==> config.mk <==
export PLATFORM = sky130hd
export DESIGN_NAME = graph_mem_arbiter
export DESIGN_NICKNAME = d
export VERILOG_FILES = /design/src/rtl/graph_mem_arbiter.sv
export SDC_FILE = /design/constraint.sdc
export NUM_CORES = 1
export LEC_CHECK = 0
export ABC_CLOCK_PERIOD_IN_PS = 11600
export CAP_MARGIN = 20
export CORE_MARGIN = 2
export CORE_UTILIZATION = 48
export CTS_CLUSTER_DIAMETER = 40
export DETAILED_ROUTE_END_ITERATION = 8
export PLACE_DENSITY = 0.81
export SLEW_MARGIN = 20
export SYNTH_ARGS = -nofsm -noshare
export SYNTH_HDL_FRONTEND = slang
export SYNTH_SLANG_ARGS = --single-unit
==> constraint.sdc <==
create_clock -name clk_in -period 11.6 [get_ports clk_in]
set_clock_uncertainty 0.2 [all_clocks]
set_input_delay 2.32 -clock clk_in [delete_from_list [all_inputs] [get_ports clk_in]]
set_output_delay 2.32 -clock clk_in [all_outputs]
set_load 0.05 [all_outputs]
==> src/rtl/graph_mem_arbiter.sv <==
// Shares the graph memory's row-pointer port and data ports A/B among NUM_PROC processors.
// Each port has a tag pipeline that matches the BRAM latency and routes read data to the requester.
module graph_mem_arbiter #(
    parameter int unsigned NUM_PROC    = 4,
    parameter int unsigned PROC_BITS   = 2,
    parameter int unsigned MEM_LATENCY = 2
) (
    input  logic                      clk_in,
    input  logic                      rst_in,
    input  logic [NUM_PROC-1:0]       req_valid_in,
    input  logic [NUM_PROC-1:0]       req_kind_in,
    input  logic [NUM_PROC*32-1:0]    req_addr_in,
    output logic [NUM_PROC-1:0]       req_ready_out,
    output logic [NUM_PROC-1:0]       resp_valid_out,
    output logic [NUM_PROC*32-1:0]    resp_data_out,
    output logic [32+PROC_BITS-1:0]   idx_addr_out,
    output logic                      idx_valid_out,
    output logic [32+PROC_BITS-1:0]   data_addra_out,
    output logic                      data_validina_out,
    output logic [32+PROC_BITS-1:0]   data_addrb_out,
    output logic                      data_validinb_out,
    input  logic [31:0]               rowidx_in,
    input  logic [31:0]               data_ina,
    input  logic [31:0]               data_inb,
    output logic                      busy_out
);

    localparam int unsigned AddrW    = 32 + PROC_BITS;
    localparam int unsigned Depth    = MEM_LATENCY + 1;
    localparam int unsigned NumPorts = 3;

    typedef logic [PROC_BITS-1:0] proc_id_t;

    function automatic proc_id_t wrap_add(input proc_id_t base, input int unsigned off);
        int unsigned sum;
        sum = 32'(base) + off;
        if (sum >= NUM_PROC) begin
            sum = sum - NUM_PROC;
        end
        return proc_id_t'(sum);
    endfunction

    logic [NUM_PROC-1:0] idx_cand;
    logic [NUM_PROC-1:0] data_cand;
    logic                idx_gnt;
    logic                a_gnt;
    logic                b_gnt;
    proc_id_t            idx_id;
    proc_id_t            a_id;
    proc_id_t            b_id;
    proc_id_t            idx_ptr_q;
    proc_id_t            idx_ptr_d;
    proc_id_t            data_ptr_q;
    proc_id_t            data_ptr_d;

    assign idx_cand  = req_valid_in & ~req_kind_in;
    assign data_cand = req_valid_in & req_kind_in;

    // Cyclic first-match searches; B starts just past A's grantee so it never picks A's owner.
    always_comb begin
        proc_id_t cand;
        cand    = '0;
        idx_gnt = 1'b0;
        idx_id  = '0;
        a_gnt   = 1'b0;
        a_id    = '0;
        b_gnt   = 1'b0;
        b_id    = '0;
        for (int unsigned off = 0; off < NUM_PROC; off++) begin
            cand = wrap_add(idx_ptr_q, off);
            if (!idx_gnt && idx_cand[cand]) begin
                idx_gnt = 1'b1;
                idx_id  = cand;
            end
        end
        for (int unsigned off = 0; off < NUM_PROC; off++) begin
            cand = wrap_add(data_ptr_q, off);
            if (!a_gnt && data_cand[cand]) begin
                a_gnt = 1'b1;
                a_id  = cand;
            end
        end
        for (int unsigned off = 1; off < NUM_PROC; off++) begin
            cand = wrap_add(a_id, off);
            if (a_gnt && !b_gnt && data_cand[cand]) begin
                b_gnt = 1'b1;
                b_id  = cand;
            end
        end
    end

    always_comb begin
        idx_ptr_d  = idx_gnt ? wrap_add(idx_id, 1) : idx_ptr_q;
        data_ptr_d = data_ptr_q;
        if (b_gnt) begin
            data_ptr_d = wrap_add(b_id, 1);
        end else if (a_gnt) begin
            data_ptr_d = wrap_add(a_id, 1);
        end
    end

    // Grants are combinational, so reset must mask them directly to clear immediately.
    always_comb begin
        req_ready_out = '0;
        if (!rst_in) begin
            if (idx_gnt) req_ready_out[idx_id] = 1'b1;
            if (a_gnt)   req_ready_out[a_id]   = 1'b1;
            if (b_gnt)   req_ready_out[b_id]   = 1'b1;
        end
    end

    logic     [NumPorts-1:0]            port_gnt;
    proc_id_t [NumPorts-1:0]            port_id;
    logic     [NumPorts-1:0][31:0]      port_addr;
    logic     [NumPorts-1:0][31:0]      port_rdata;

    assign port_gnt   = {b_gnt, a_gnt, idx_gnt};
    assign port_id    = {b_id, a_id, idx_id};
    assign port_rdata = {data_inb, data_ina, rowidx_in};

    always_comb begin
        port_addr = '0;
        for (int unsigned p = 0; p < NumPorts; p++) begin
            for (int unsigned i = 0; i < NUM_PROC; i++) begin
                if (port_id[p] == proc_id_t'(i)) begin
                    port_addr[p] = req_addr_in[32*i +: 32];
                end
            end
        end
    end

    logic     [NumPorts-1:0][AddrW-1:0]          addr_q;
    logic     [NumPorts-1:0][Depth-1:0]          tag_vld_q;
    proc_id_t [NumPorts-1:0][Depth-1:0]          tag_id_q;
    logic     [NUM_PROC-1:0]                     resp_valid_q;
    logic     [NUM_PROC-1:0]                     resp_valid_d;
    logic     [NUM_PROC*32-1:0]                  resp_data_q;
    logic     [NUM_PROC*32-1:0]                  resp_data_d;

    // Tag stage 0 doubles as the port's issue strobe.
    always_ff @(posedge clk_in or posedge rst_in) begin
        if (rst_in) begin
            idx_ptr_q    <= '0;
            data_ptr_q   <= '0;
            addr_q       <= '0;
            tag_vld_q    <= '0;
            tag_id_q     <= '0;
            resp_valid_q <= '0;
            resp_data_q  <= '0;
        end else begin
            idx_ptr_q    <= idx_ptr_d;
            data_ptr_q   <= data_ptr_d;
            resp_valid_q <= resp_valid_d;
            resp_data_q  <= resp_data_d;
            for (int unsigned p = 0; p < NumPorts; p++) begin
                if (port_gnt[p]) begin
                    addr_q[p] <= {port_id[p], port_addr[p]};
                end
                tag_vld_q[p][0] <= port_gnt[p];
                tag_id_q[p][0]  <= port_id[p];
                for (int unsigned s = 1; s < Depth; s++) begin
                    tag_vld_q[p][s] <= tag_vld_q[p][s-1];
                    tag_id_q[p][s]  <= tag_id_q[p][s-1];
                end
            end
        end
    end

    // All ports share one latency, so tags retiring together belong to distinct processors.
    always_comb begin
        resp_valid_d = '0;
        resp_data_d  = resp_data_q;
        for (int unsigned p = 0; p < NumPorts; p++) begin
            if (tag_vld_q[p][Depth-1]) begin
                for (int unsigned i = 0; i < NUM_PROC; i++) begin
                    if (tag_id_q[p][Depth-1] == proc_id_t'(i)) begin
                        resp_valid_d[i]          = 1'b1;
                        resp_data_d[32*i +: 32]  = port_rdata[p];
                    end
                end
            end
        end
    end

    always_comb begin
        busy_out = 1'b0;
        for (int unsigned p = 0; p < NumPorts; p++) begin
            busy_out = busy_out | (|tag_vld_q[p]);
        end
    end

    assign idx_addr_out      = addr_q[0];
    assign idx_valid_out     = tag_vld_q[0][0];
    assign data_addra_out    = addr_q[1];
    assign data_validina_out = tag_vld_q[1][0];
    assign data_addrb_out    = addr_q[2];
    assign data_validinb_out = tag_vld_q[2][0];
    assign resp_valid_out    = resp_valid_q;
    assign resp_data_out     = resp_data_q;

endmodule

==> metrics.cfg <==
[critical_path]
worstPathArrival_ps = 7450
r2r_cells = 17
start_kind = input pin
critPathKind = in -> out
required_ps = 9080
endpoint_kind = output port
worstPathMaxFanout = 37

[floorplan]
coreArea_sq_mm = 0.0325
pin_count = 476
start_util_pct = 48.6
fp.dieArea_sq_mm = 0.0343
die_w_um = 185
die_h_um = 185
rows = 66

[worst_hold_path]
min_path_cells = 0
hp-class = reg -> reg

[global_route]
antenna_found_initial = 19
grt-ovfl-total = 0
track_usage_pct = 34.0
grt_pass1_vias = 15700
grt_max_degree = 128
grt_first_pass_wirelength_mm = 90.2

[placed_design]
io_buffers = 475
place.gp.congestion = 0.892
hpwlAfterDp_mm = 40.4

[drt]
drt_wl_total_mm = 60.1
antenna_left = 0
drt-initial-drc-count = 1473
via_per_inst = 5.81
dr.pass1.iters = 7
vias = 16400
drc = 0
routedWlPerCell_um = 21.3

[sta]
setup_tns_ps = 0
fmax_mhz = 100
worstMarginPinSlew_ps = 1040
fin_crit_sh_pct = 86.0
hold_viol = 0
layout_min_cycle_time_ps = 9970
slew_headroom_pct = 30.9
setup_violations = 0
finalMaxSlewViolations = 0
rsz0062_at_grt = no
fin_hold_ws_ps = 135

[logic_synthesis]
async_flop_share_pct = 100
synth_top_area_share_pct = 42.1
synth.distinct_cells = 55
yosysSeqAreaShare_pct = 42.1
syn-cell-area_sq_mm = 0.0158
synth_edf_count = 0
ys_warn_count = 0
ys_top_cells_by_area = dfrtp_1, mux2i_1, a21oi_1, nand2_1, o21ai_0
ys_ff_latch = 265
synth_top_area_cell = dfrtp_1
ys.flop_type = dfrtp_1
synthCells = 1958
syn_nets = 2203
syn_avg_cell_area_sq_um = 8.05

[clock_network]
postCtsSetupRepairBufs = 0
cts_sinks = 265
clock_path_buffers = 3
htreeDepth = 2
clk_latency_ps = 530
cts_tree = built
cts.repair.resized = 0
numCtsBuffers = 41
cts.clk_slew.worst_paths_ps = 60
cts_hold_buf = 0
cts_root_buf = clkbuf_16

[cells_and_area]
nets = 2576
fillers = 2586
drive_above_1_share_pct = 6.61
synthToLayoutAreaGrowth_pct = 40.1

[outcome]
status = finished, final reports clean

[power]
irDropWorstVdd_mv = 0.168
power.leakage_nw = 9.45
powerDensity_mw_per_mm2 = 274

[run]
maxCapViolCount = 0

[metrics by stage]
step / total power, mW / worst slack, ps / cell area [sq um] / instances / utilization, %
after detailed placement: 4.79 / 1690 / 20700 / 2730 / 63.6
after global placement: 4.73 / 1760 / 20700 / 2730 / 63.6
final: 6.05 / 1630 / 22100 / 2818 / 68.0
after floorplan: 3.63 / 1780 / 15800 / 1958 / -
after global routing: 6.32 / 1460 / 22100 / 2814 / 68.0
after CTS: 6.05 / 1640 / 22000 / 2801 / 67.9
[worst paths after layout]
check,from,endpoint,slack [ps]
worst min-delay path,tag_id_q[1]$_DFF_PP0_,tag_id_q[3]$_DFF_PP0_,130
max in group asynchronous,rst_in,resp_data_out[63]$_DFF_PP0_,6530
min in group asynchronous,rst_in,data_addra_out[29]$_DFFE_PP0N_,2270
worst max-delay path,req_valid_in[0],req_ready_out[0],1630
worst min register to register,tag_id_q[1]$_DFF_PP0_,tag_id_q[3]$_DFF_PP0_,130
worst max register to register,data_ptr_q[1]$_DFFE_PP0P_,data_addrb_out[31]$_DFFE_PP0N_,6490
[power by group]
group / internal (mW) / total [mW] / switching [mW]
clock network: 0.774 / 1.24 / 0.463
registers: 1.28 / 1.52 / 0.236
logic: 1.08 / 3.30 / 2.22
[state kept, by name, summed over array words and instances, names as in the netlist, 2 cells and up]
| register | cells |
|---|---|
| resp_data_out | 128 |
| data_addra_out | 34 |
| data_addrb_out | 34 |
| idx_addr_out | 34 |
| tag_id_q | 18 |
| tag_vld_q | 6 |
| resp_valid_out | 4 |
| data_ptr_q | 2 |
| idx_ptr_q | 2 |
[cells in the final DEF (no fill, tap or decap), types with 3 or more instances in the layout]
cell and instances:
clkdlybuf4s50_1 475, nand2_1 342, nor2_1 301, a21oi_1 299, dfrtp_1 265, o21ai_0 229, mux2i_1 193, clkbuf_16 43
a32oi_1 31, o31ai_2 30, buf_4 25, diode_2 17, inv_1 10, ha_2 8, clkinv_4 6, inv_6 6
nor2b_1 5, a22oi_1 4, nand3_1 4, nand3b_1 4, clkbuf_8 4, or3_1 3, and2_1 3, nor3b_2 3
a222oi_1 3, ha_1 3, clkinvlp_4 3, bufinv_16 3, clkinv_2 3, clkbuf_1 3
[per-layer routing]
layer,vias up,global-route usage (%),share of wire (%)
met1,7669,40.0,36
met2,977,55.3,47
met4,6,18.3,5.5
li1,7546,-,-
met3,188,10.9,12
met5,-,0,0.057
[worst max-delay path, cell delays in order]
cell and delay, ps:
clkdlybuf4s50_1 550, nand3_1 260, a21oi_1 120, or3_1 430, ha_2 390, nand3_1 100, o211ai_1 80, nor4b_1 170
a41oi_2 180, o31a_2 860, clkinv_4 210, ha_1 270, buf_4 260, a222oi_1 440, nor2_1 70, clkdlybuf4s50_1 710
[layout make-up]
class                           instances  area (sq um)  area share, %
Antenna cell                           17          42.5          0.193
Clock buffer                           50          1140           5.17
Timing Repair Buffer                  500          4940           22.4
Inverter                               13          61.3          0.278
Clock inverter                         21           240           1.09
Multi-Input combinational cell       1510          8470           38.4
Tap cell                              442           553           2.50
Sequential cell                       265          6630           30.0
[Yosys cell counts, types with 3 or more instances]
cell,count
nand2_1,342
nor2_1,303
a21oi_1,299
dfrtp_1,265
o21ai_0,229
mux2i_1,193
clkbuf_1,137
a32oi_1,31
o31ai_2,30
buf_1,16
ha_1,11
inv_1,11
buf_2,10
buf_6,6
nand3_1,6
nor2b_1,5
a22oi_1,4
and3b_1,4
nand3b_1,4
a222oi_1,3
and2_1,3
nor3b_1,3
or3_1,3
[cell families (layout without fill, tap and decap cells)]
family / count (synthesis) / after routing / share of synthesized area, %
DFF: 265 / 265 / 42.1
AOI/OAI and AO/OA: 621 / 621 / 22.8
and+or+nand+nor: 685 / 685 / 17.2
buffers and inverters: 183 / 584 / 4.78
muxes: 193 / 193 / 12.3
adders and majority gates: 11 / 11 / 0.873
other: 0 / 17 / 0
Power figures use the tool's default switching activity.
